<file path="config.mk">
export PLATFORM = sky130hd
export DESIGN_NAME = alu_seq_ctrl
export DESIGN_NICKNAME = d
export VERILOG_FILES = /design/src/rtl/alu_pkg.sv /design/src/rtl/btn_debounce_edge.sv /design/src/rtl/alu_seq_ctrl.sv
export SDC_FILE = /design/constraint.sdc
export NUM_CORES = 1
export LEC_CHECK = 0
export ABC_AREA = 1
export ABC_CLOCK_PERIOD_IN_PS = 2500
export BUFFER_PORTS_ARGS = -buffer_cell sky130_fd_sc_hd__clkbuf_2
export CORE_ASPECT_RATIO = 1.2
export CORE_MARGIN = 1
export CORE_UTILIZATION = 49
export DETAILED_ROUTE_END_ITERATION = 12
export GPL_ROUTABILITY_DRIVEN = 0
export PLACE_DENSITY = 0.75
export SETUP_SLACK_MARGIN = 0.05
export SLEW_MARGIN = 5
export SYNTH_ARGS = -nofsm -noshare
export SYNTH_HDL_FRONTEND = slang
export SYNTH_SLANG_ARGS = --single-unit
</file>
<file path="constraint.sdc">
create_clock -name i_clock -period 2.5 [get_ports i_clock]
set_clock_uncertainty 0.2 [all_clocks]
set_input_delay 0 -clock i_clock [delete_from_list [all_inputs] [get_ports i_clock]]
set_output_delay 0 -clock i_clock [all_outputs]
set_load 0.05 [all_outputs]
</file>
<file path="src/rtl/alu_pkg.sv">
// Shared constants for the ALU board sequencer: opcode encodings and FSM states.
package alu_pkg;

  localparam logic [5:0] OP_ADD = 6'b100000;
  localparam logic [5:0] OP_SUB = 6'b100010;
  localparam logic [5:0] OP_AND = 6'b100100;
  localparam logic [5:0] OP_OR  = 6'b100101;
  localparam logic [5:0] OP_XOR = 6'b100110;
  localparam logic [5:0] OP_SRA = 6'b000011;
  localparam logic [5:0] OP_SRL = 6'b000010;
  localparam logic [5:0] OP_NOR = 6'b100111;

  typedef enum logic [1:0] {
    S_A    = 2'd0,
    S_B    = 2'd1,
    S_OP   = 2'd2,
    S_SHOW = 2'd3
  } seq_state_t;

endpackage

</file>
<file path="src/rtl/btn_debounce_edge.sv">
// Push-button conditioner: 2-flop synchroniser, stable-level debouncer and
// a one-cycle strobe on each rising edge of the debounced level.
module btn_debounce_edge #(
  parameter int DB_CNT = 1000000
) (
  input  logic i_clock,
  input  logic i_reset,
  input  logic i_btn,
  output logic o_pulse
);

  localparam int CW = (DB_CNT > 1) ? $clog2(DB_CNT) : 1;

  logic          sync1;
  logic          sync2;
  logic          level;
  logic          level_d;
  logic [CW-1:0] cnt;

  // Synchronise, then accept a level change only after DB_CNT differing cycles.
  always_ff @(posedge i_clock or posedge i_reset) begin
    if (i_reset) begin
      sync1   <= 1'b0;
      sync2   <= 1'b0;
      level   <= 1'b0;
      level_d <= 1'b0;
      cnt     <= '0;
      o_pulse <= 1'b0;
    end else begin
      sync1   <= i_btn;
      sync2   <= sync1;
      level_d <= level;
      o_pulse <= level & ~level_d;
      if (sync2 != level) begin
        if (cnt == CW'(DB_CNT - 1)) begin
          level <= ~level;
          cnt   <= '0;
        end else begin
          cnt <= cnt + CW'(1);
        end
      end else begin
        cnt <= '0;
      end
    end
  end

endmodule

</file>
<file path="src/rtl/alu_seq_ctrl.sv">
// Board sequencer: loads A, B and opcode from the switches on successive
// debounced "next" presses, then shows the ALU result on the LEDs.
module alu_seq_ctrl
  import alu_pkg::*;
#(
  parameter int N_SW       = 16,
  parameter int N_OPERANDS = 8,
  parameter int N_OP       = 6,
  parameter int DB_CNT     = 1000000
) (
  input  logic                  i_clock,
  input  logic                  i_reset,
  input  logic [N_SW-1:0]       i_sw,
  input  logic                  i_btn_next,
  input  logic [N_OPERANDS-1:0] i_alu_Result,
  output logic [N_OPERANDS-1:0] o_alu_A,
  output logic [N_OPERANDS-1:0] o_alu_B,
  output logic [N_OP-1:0]       o_alu_Op,
  output logic [1:0]            o_state,
  output logic                  o_valid,
  output logic                  o_next_pulse,
  output logic [N_SW-1:0]       o_led
);

  seq_state_t      state;
  seq_state_t      state_next;
  logic            cap_a;
  logic            cap_b;
  logic            cap_op;
  logic [N_SW-1:0] sw_s1;
  logic [N_SW-1:0] sw_s2;

  btn_debounce_edge #(.DB_CNT(DB_CNT)) u_btn (
    .i_clock (i_clock),
    .i_reset (i_reset),
    .i_btn   (i_btn_next),
    .o_pulse (o_next_pulse)
  );

  // Advance one step per debounced press and flag which register captures.
  always_comb begin
    state_next = state;
    cap_a      = 1'b0;
    cap_b      = 1'b0;
    cap_op     = 1'b0;
    if (o_next_pulse) begin
      case (state)
        S_A:     begin cap_a  = 1'b1; state_next = S_B;    end
        S_B:     begin cap_b  = 1'b1; state_next = S_OP;   end
        S_OP:    begin cap_op = 1'b1; state_next = S_SHOW; end
        default: state_next = S_A;
      endcase
    end
  end

  // State, switch synchroniser, operand captures and registered LED/valid drive.
  always_ff @(posedge i_clock or posedge i_reset) begin
    if (i_reset) begin
      state    <= S_A;
      sw_s1    <= '0;
      sw_s2    <= '0;
      o_alu_A  <= '0;
      o_alu_B  <= '0;
      o_alu_Op <= '0;
      o_valid  <= 1'b0;
      o_led    <= '0;
    end else begin
      state   <= state_next;
      sw_s1   <= i_sw;
      sw_s2   <= sw_s1;
      o_valid <= (state_next == S_SHOW);
      if (cap_a)  o_alu_A  <= sw_s2[N_OPERANDS-1:0];
      if (cap_b)  o_alu_B  <= sw_s2[N_OPERANDS-1:0];
      if (cap_op) o_alu_Op <= sw_s2[N_OP-1:0];
      o_led <= (state == S_SHOW) ? N_SW'(i_alu_Result) : sw_s2;
    end
  end

  assign o_state = state;

endmodule

</file>
# After elaboration in Yosys (flattened, before gate mapping)
# Index checks and enable logic that the tools add are counted.
[totals]
out_inout_bits = 42
reg_bits = 98
wordCells = 37
[classes]
bitwise = 3
add_sub_neg = 1
reduce_logical = 2
n_eq_ne = 6
muxes = 11
[ops]
columns = ["cell", "count"]
rows = [
  ["two-way mux 20 bit", 2],
  ["adder 20 x 1 -> 20 bit (second input constant)", 1],
  ["== test 20 bit (second input constant)", 1],
  ["two-way mux 16 bit", 1],
  ["== test 2 bit (second input constant)", 3],
  ["two-way mux 1 bit", 6],
  ["one-hot mux 2 bit (3 select lines)", 1],
  ["== test 2 x 1 -> 1 bit (second input constant)", 1],
  ["logical NOT 2 bit", 1],
  ["two-way mux 2 bit", 1],
  ["inverter 1 bit", 2],
  ["AND reduction 2 bit", 1],
  ["AND 1 bit", 1],
  ["!= test 1 bit", 1],
]

# Longest topological paths before layout
# Gate-level depths: netlist (run 1).
[logic_depth]
word_depth = 4
ltp_mapped = 8
ltp_nobuf = 8

# Hierarchy
# Synthesis (run 1) repeated with hierarchy kept, for this count alone.
[hier_totals]
hier_cells = 346
area_unflattened_um2 = 3678.5
[modules_own_cells]
columns = ["mod", "instances", "area_per_inst_um2", "cells_each"]
rows = [
  ["alu_seq_ctrl", 1, 2323.5, 181],
  ["btn_debounce_edge", 1, 1355.0, 165],
]

# Worst setup path after synthesis (run 1)
# No wires, ideal clock.
[synth_path]
path_kind = "reg-to-reg"
startpoint = "register state[0] (netlist: o_state[0])"
endpoint = "register state[0] (netlist: o_state[0])"
setup_time_ps = 135
path_buffers = 1
t_arrival_ps = 1503
synth_period_minus_slack_ps = 1839
setup_slack_ps = 661
stages_incl_launch_ff = 6
path_cell_list = "dfrtp_1 inv_1 ha_1 nand2_1 clkbuf_1 nand3_1"
[synth_between]
elab_chain_len = 3
elab_cells_between_ends = 5
classes_between = "eq/ne (2); mux (2); reduce/logical (1)"
[synth_lines]
columns = ["item", "line", "text"]
rows = [
  ["start: declaration", "alu_seq_ctrl.sv:25", "seq_state_t state;"],
  ["start signal: assignment", "alu_seq_ctrl.sv:68", "state <= state_next;"],
  ["== test 2 bit (tied with other cells)", "alu_seq_ctrl.sv:47", "case (state)"],
  ["one-hot mux 2 bit (3 select lines)", "alu_seq_ctrl.sv:47", ""],
  ["two-way mux 2 bit (*)", "alu_seq_ctrl.sv:46", "if (o_next_pulse) begin"],
  ["named net state_next[0]", "alu_seq_ctrl.sv:26", "seq_state_t state_next;"],
]
# Mark *: on every way through the listed nets, which the timed path passes. The rest lies on a longest branch.
# A chain may end at the register's enable or synchronous reset.

# Final worst setup path (run 1)
[layout_path]
startpoint = "register state[1] (netlist: o_state[1])"
endpoint = "register o_led[3]"
[layout_between]
elab_chain_len = 2
[layout_lines]
columns = ["item", "line", "text"]
rows = [
  ["== test 2 bit", "alu_seq_ctrl.sv:75", "o_led <= (state == S_SHOW) ? N_SW'(i_alu_Result) : sw_s2;"],
  ["two-way mux 16 bit", "alu_seq_ctrl.sv:75", ""],
  ["end signal: assignment", "alu_seq_ctrl.sv:75", ""],
  ["end: declaration", "alu_seq_ctrl.sv:22", "output logic [N_SW-1:0] o_led"],
]
# Every way passes these cells.

==> flow_summary.yaml, run 1 <==
status:
  status: "complete, no violations"
global_routing:
  grt.busiest_layer: "met2"
  use_met3_pct: 4.245
  antenna_found_initial: 0
  use_met1_pct: 25.15
  grtUsageTotal_pct: 19.11
  grt_max_degree: 99
  grt_first_pass_wirelength_mm: 11.35
  grt_overflow_total: 0
  gr-usage-met2_pct: 30.06
  grt_pass1_vias: 2507
yosys:
  yosys.area.top_type_share_pct: 66.96
  synth_edf_count: 0
  synth_commonest_cells: "dfrtp_1 (98), nand2_1 (56), nor2_1 (46)"
  seq_area_frac_synth_pct: 66.96
  synth-seq-cells: 98
  syn_nets: 375
  synth_fa_ha_area_share_pct: 1.708
  async_flop_share_pct: 100.0
  synth_top_family_by_area: "simple AND/OR/NAND/NOR gates"
  yosys.area_share.simple_pct: 18.31
  yosys-mux-area-fraction_pct: 0
  synth-compound-area-share_pct: 5.706
  synthDistinctLibCells: 25
  yosysTopAreaCell: "dfrtp_1"
  synth_ff_type: "dfrtp_1"
  syn_area_um2: 3662
  avgSynthCellArea_um2: 10.68
  netlist_instances: 343
  synthTopCellsByArea: "dfrtp_1 (67%), nand2_1 (5.7%), nor2_1 (4.7%)"
  synth-xor-area-share_pct: 2.597
  yosys_warnings: 0
  yosysMostFrequentCell: "dfrtp_1"
routing:
  via_per_inst: 4.735
  vias: 2552
  wl_per_cell_um: 12.44
  drt_iter0_drc: 105
  drt.antenna.violating_nets: 0
  drcViolationCount: 0
  routed_wl_mm: 6.703
  dr.pass1.iters: 4
power_and_ir_drop:
  p_sw_uw: 691.4
  ir_drop_uv: 254.2
  p_comb_share_pct: 6.4
  leakagePower_uw: 0.002262
  intPower_uw: 2100
  power_frac_clock_pct: 34.8
  p_sw_share_pct: 24.77
  p_per_area_nw_per_um2: 610.2
  seq_power_share_pct: 58.9
min_path:
  min_from: "i_sw[6]"
  holdCritPathClass: "primary input to flip-flop"
  whs_path_depth: 2
  worstHoldEndpoint: "sw_s1[6]$_DFF_PP0_"
place:
  dpl.hpwl_mm: 4.540
  portBuffers: 68
final_layout:
  seqCellArea_um2: 2452
  fill_cells: 583
  drive_gt1_share_pct: 24.72
  syn_to_final_growth_pct: 24.94
  fin_nets: 476
  multi_input_area_um2: 1037
  num_antenna_cells: 0
worst_setup_path:
  crit_slowest_cell: "ha_1"
  crit_path_max_incr_delay_ns: 0.68
  cp_max_fo: 24
  r2r_start: "o_state[1]$_DFF_PP0_"
  worstPathRequired_ns: 2.51
  worst_setup_path_end_kind: "flip-flop"
  critPathArrivalTime_ns: 1.71
  worst-r2r-setup-slack_ns: 0.80
  cp_cell_sequence: "ha_1 > o21ai_0"
  worst-r2r-cell-count: 2
  critical_path_class: "flip-flop to flip-flop"
  rr_endpoint: "o_led[3]$_DFF_PP0_"
  start_kind: "flip-flop"
clocking:
  clock-sinks: 98
  cts_buffers: 9
  htreeDepth: 3
  clk_pin_slew_ns: 0.10
  clk_latency_ns: 0.36
  cts_root_buf: "clkbuf_8"
  post-cts-setup-buffers: 0
  cts_tree: "done"
  clockBufferDepth: 2
job:
  cap_violations: 0
timing:
  fin_crit_ns: 1.702
  setup_viol: 0
  hold_violations: 0
  rsz0062_at_grt: "no"
  report.final.slew_viol_count: 0
  fmax_ghz: 0.5874
  worst-slew-pin-transition_ns: 0.7667
  slew_headroom_pct: 48.89
  tns_ns: 0
  min_period_over_period_pct: 68.10
  holdWs_ns: 0.07976
die:
  die_w_um: 80.92
  dieArea_um2: 7825
  start_util_pct: 50.64
  die_h_um: 96.71
  ioPinCount: 69
  rows: 34
  coreArea_um2: 7232
## layer usage
layer  vias to the layer above  part of all wire (%)
li1                       1274                     -
met1                      1195                    46
met2                        72                    48
met3                        11                   4.4
met4                         0                   2.0
met5                         -                     0
## state kept, by name, indices dropped and copies added, names as in the netlist
| register | flops |
|---|---|
| o_alu_Op | 6 |
| u_btn.level_d | 1 |
| o_state | 2 |
| o_alu_B | 8 |
| o_valid | 1 |
| u_btn.level | 1 |
| u_btn.o_pulse | 1 |
| sw_s2 | 16 |
| o_led | 16 |
| o_alu_A | 8 |
| u_btn.sync2 | 1 |
| u_btn.sync1 | 1 |
| sw_s1 | 16 |
| u_btn.cnt | 20 |
## placed cells by master, fill, tap and decap left out, types with 6 or more instances in the layout
| cell type | count |
|---|---|
| nor2_1 | 46 |
| nand2_2 | 7 |
| clkbuf_8 | 10 |
| inv_1 | 37 |
| dlygate4sd3_1 | 26 |
| nand2_1 | 56 |
| nor2_4 | 6 |
| o21ai_0 | 33 |
| dfrtp_1 | 98 |
| clkbuf_2 | 68 |
| nand3_1 | 14 |
## metrics by stage
step | instance area, um2 | worst slack [ns] | total power (uW) | std cells | util, %
after floorplan | 3666 | 0.6613 | 1768 | 343 | -
after global placement | 4120 | 0.9155 | 1820 | 497 | 56.97
after detailed placement | 4120 | 0.8101 | 1824 | 497 | 56.97
after CTS | 4576 | 0.7777 | 2825 | 539 | 63.27
after global routing | 4576 | 0.6243 | 2911 | 539 | 63.27
final | 4576 | 0.7975 | 2792 | 539 | 63.27
## worst max-delay path, delay by kind of cell (launching register included)
family / cells / cell delay [ns]
compound gates: 1 / 0.23
flops: 1 / 0.43
fa+ha+maj: 1 / 0.68
## cell type report
type                    count  share of cell area [%]
repair buffers             95                   13.56
well taps                  90                   2.461
clock buffers              10                   3.008
multi-input cells         199                   22.67
flip-flops and latches     98                   53.60
inverters                  41                   3.445
clock inverters             6                   1.258
## kinds of logic after synthesis
logic type | Yosys count
AOI/OAI and AO/OA | 41
DFF | 98
adders and majority gates | 5
buffers and inverters | 46
and+or+nand+nor | 143
xor gates and xnor gates | 10
## worst max-delay path by stage
stage / slack (ns) / depth (start not counted) / from / endpoint
floorplan: 0.66 / 5 / o_state[0]$_DFF_PP0_ / o_state[0]$_DFF_PP0_
global placement: 0.92 / 8 / u_btn.cnt[0]$_DFF_PP0_ / u_btn.cnt[5]$_DFF_PP0_
detailed placement: 0.81 / 2 / o_state[1]$_DFF_PP0_ / o_led[3]$_DFF_PP0_
CTS: 0.78 / 2 / o_state[1]$_DFF_PP0_ / o_led[3]$_DFF_PP0_
global route: 0.62 / 2 / o_state[1]$_DFF_PP0_ / o_led[5]$_DFF_PP0_
finish: 0.80 / 2 / o_state[1]$_DFF_PP0_ / o_led[3]$_DFF_PP0_
## power by group through the flow
stage / logic, uW / registers [uW] / clock network (uW)
2_1_floorplan: 48.6 / 1720 / 0
3_3_place_gp: 146 / 1670 / 0
3_5_place_dp: 149 / 1680 / 0
4_1_cts: 181 / 1640 / 1000
5_1_grt: 197 / 1650 / 1060
6_report: 178 / 1640 / 971
## timing repair
item                      in CTS  in global routing
hold endpoints to repair     123                  0
hold buffers                  26                  0
resized for setup              0                  0
No activity file was read; power rests on OpenSTA's default activity.
==> run 2, diff against run 1 <==
ABC_CLOCK_PERIOD_IN_PS = 1450   (was 2500)
clock period = 1.45 ns   (was 2.5 ns; I/O delays follow)
==> run 2 against run 1 <==
Net effect:
- core utilization up 6.9 points
- via count is 9.4% higher
- the flow now finishes with violations (design-rule violations, negative setup slack)
- total power rose by 76%
- highest routed layer unchanged
- fmax grew 6.6%
- global-route usage rose by 1.8 points
- critical path type unchanged
- first-iteration DRC count up 73%
- largest power group unchanged
- critical endpoint is now u_btn.cnt[18]$_DFF_PP0_
- worst setup slack got worse by 0.94 ns
- largest cell class unchanged
==> flow_summary.yaml, run 2 (synthesis gave the netlist of run 1 again) <==
routing:
  drcViolationCount: 1
  wl_met3_um: 357
  dr.pass1.iters: 8
  maxUsedRoutingLayer: "met4"
  wl_met2_mm: 4.031
  routed_wl_mm: 7.778
  vias: 2793
  wl_met1_mm: 3.138
  drt_iter0_drc: 182
  wl_per_cell_um: 13.79
  via_per_inst: 4.952
  drt.antenna.violating_nets: 0
timing:
  worst-slew-pin-transition_ns: 0.5087
  report.final.slew_viol_count: 0
  tns_ns: -1.513
  setup_viol: 16
  min_period_over_period_pct: 110.2
  setup_slack_ns: -0.1474
  fmax_ghz: 0.6260
  rsz0062_at_grt: "yes"
  hold_violations: 0
  slew_headroom_pct: 66.08
  fin_crit_ns: 1.597
global_routing:
  grtUsageTotal_pct: 20.89
  grt_overflow_total: 0
  grt_pass1_vias: 2811
  grt_first_pass_wirelength_mm: 12.36
  antenna_found_initial: 0
  grt_max_degree: 99
final_layout:
  design_area_um2: 5071
  final_common_cell: "dfrtp_1"
  drive_gt1_share_pct: 37.55
  num_antenna_cells: 0
  syn_to_final_growth_pct: 38.47
  final_cells: 564
  largest_reg_flops: 20
  layout_common_cells: "dfrtp_1 (90), clkbuf_2 (67), nand2_1 (52), nor2_1 (37), inv_1 (33)"
  fin_nets: 501
  utilization_pct: 70.12
  largest-register: "u_btn.cnt"
place:
  dpl-instance-area_um2: 4269
  dpl.hpwl_mm: 4.764
  dp_slack_ns: -0.1038
  dp.cells: 509
  portBuffers: 68
status:
  status: "finished with violations"
  violations: "design-rule violations, negative setup slack"
power_and_ir_drop:
  p_sw_uw: 1292
  p_comb_share_pct: 7.1
  p_per_area_nw_per_um2: 970.3
  intPower_uw: 3628
  p_sw_share_pct: 26.27
  leakagePower_uw: 0.002466
  seq_power_share_pct: 57.6
  power_frac_clock_pct: 35.2
  ir_drop_uv: 648.2
die:
  rows: 34
  dieArea_um2: 7825
  die_h_um: 96.71
  start_util_pct: 50.64
  coreArea_um2: 7232
  die_w_um: 80.92
  ioPinCount: 69
worst_setup_path:
  rr_endpoint: "u_btn.cnt[18]$_DFF_PP0_"
  critical_path_class: "flip-flop to flip-flop"
  r2r_start: "u_btn.cnt[0]$_DFF_PP0_"
  worst-r2r-cell-count: 8
  critPathArrivalTime_ns: 1.65
  start_kind: "flip-flop"
  cp_max_fo: 7
  worstPathRequired_ns: 1.50
  worst_setup_path_end_kind: "flip-flop"
  worst-r2r-setup-slack_ns: -0.15
min_path:
  min_from: "i_sw[10]"
  worstHoldEndpoint: "sw_s1[10]$_DFF_PP0_"
  whs_path_depth: 2
  holdCritPathClass: "primary input to flip-flop"
clocking:
  clk_pin_slew_ns: 0.11
  clock-sinks: 98
  htreeDepth: 3
  cts_root_buf: "clkbuf_8"
  clk_latency_ns: 0.36
  cts_buffers: 9
  clockBufferDepth: 2
  cts_tree: "done"
job:
  cap_violations: 0
-- run 2: changes by cell type in the layout (fill, tap and decap cells not counted), sizes merged --
cell	previous run	this run
buf	1	26
clkbuf	78	77
clkinv	4	1
clkinvlp	1	2
inv	42	45
-- run 2: what timing repair did --
| action | CTS | global route |
|---|---|---|
| hold buffers | 26 | 0 |
| endpoints found under the hold margin | 123 | 0 |
| setup endpoints to repair | 33 | 35 |
| buffers inserted | 3 | 11 |
| gates resized for setup | 13 | 44 |
| pin swaps | 9 | 11 |
-- run 2: worst max-delay path by stage --
| stage | end | cells past startpoint | startpoint | slack (ns) |
|---|---|---|---|---|
| after detailed placement | u_btn.cnt[9]$_DFF_PP0_ | 8 | u_btn.cnt[0]$_DFF_PP0_ | -0.10 |
| after global placement | u_btn.cnt[9]$_DFF_PP0_ | 8 | u_btn.cnt[1]$_DFF_PP0_ | -0.05 |
| after CTS | u_btn.cnt[9]$_DFF_PP0_ | 8 | u_btn.cnt[0]$_DFF_PP0_ | -0.09 |
| final | u_btn.cnt[18]$_DFF_PP0_ | 8 | u_btn.cnt[0]$_DFF_PP0_ | -0.15 |
| after floorplan | o_alu_A[7]$_DFFE_PP0P_ | 6 | o_state[0]$_DFF_PP0_ | -0.05 |
| after global routing | u_btn.cnt[18]$_DFF_PP0_ | 8 | u_btn.cnt[1]$_DFF_PP0_ | -0.25 |
-- run 2: per-stage QoR --
stage	hold slack (ns)	power (uW)
after global routing	0.05962	5133
after global placement	-0.09217	3144
after floorplan	-0.1686	3052
final	0.06634	4920
after detailed placement	-0.09002	3157
after CTS	0.05889	4929
-- run 2: final cells by class --
| class | count | area (um2) |
|---|---|---|
| Multi-Input combinational cell | 199 | 1272 |
| Clock inverter | 7 | 75.07 |
| Timing Repair Buffer | 120 | 864.6 |
| Tap cell | 90 | 112.6 |
| Fill cell | 518 | 2161 |
| Clock buffer | 9 | 123.9 |
| Sequential cell | 98 | 2462 |
| Inverter | 41 | 160.2 |
-- run 2: power groups by stage --
| stage | registers, uW | clock network, uW | logic (uW) |
|---|---|---|---|
| after floorplan | 2960 | 0 | 86.9 |
| after global placement | 2880 | 0 | 259 |
| after detailed placement | 2890 | 0 | 267 |
| after CTS | 2840 | 1760 | 330 |
| after global routing | 2840 | 1900 | 384 |
| final | 2830 | 1730 | 351 |
-- run 2: worst max-delay path, cell delays in order (launching register included) --
cell and delay [ns]:
dfrtp_1 0.37, ha_2 0.19, nand3_2 0.10, inv_2 0.09, nand2_2 0.07, nor2_4 0.14, nand2_4 0.13, nand2_8 0.14
nor2_1 0.07
-- run 2: routing by layer --
metal / track usage (%) / vias to the layer above
met5: 0 / -
met4: 9.615 / 0
met3: 5.094 / 24
met2: 34.97 / 81
met1: 24.81 / 1367
li1: - / 1321
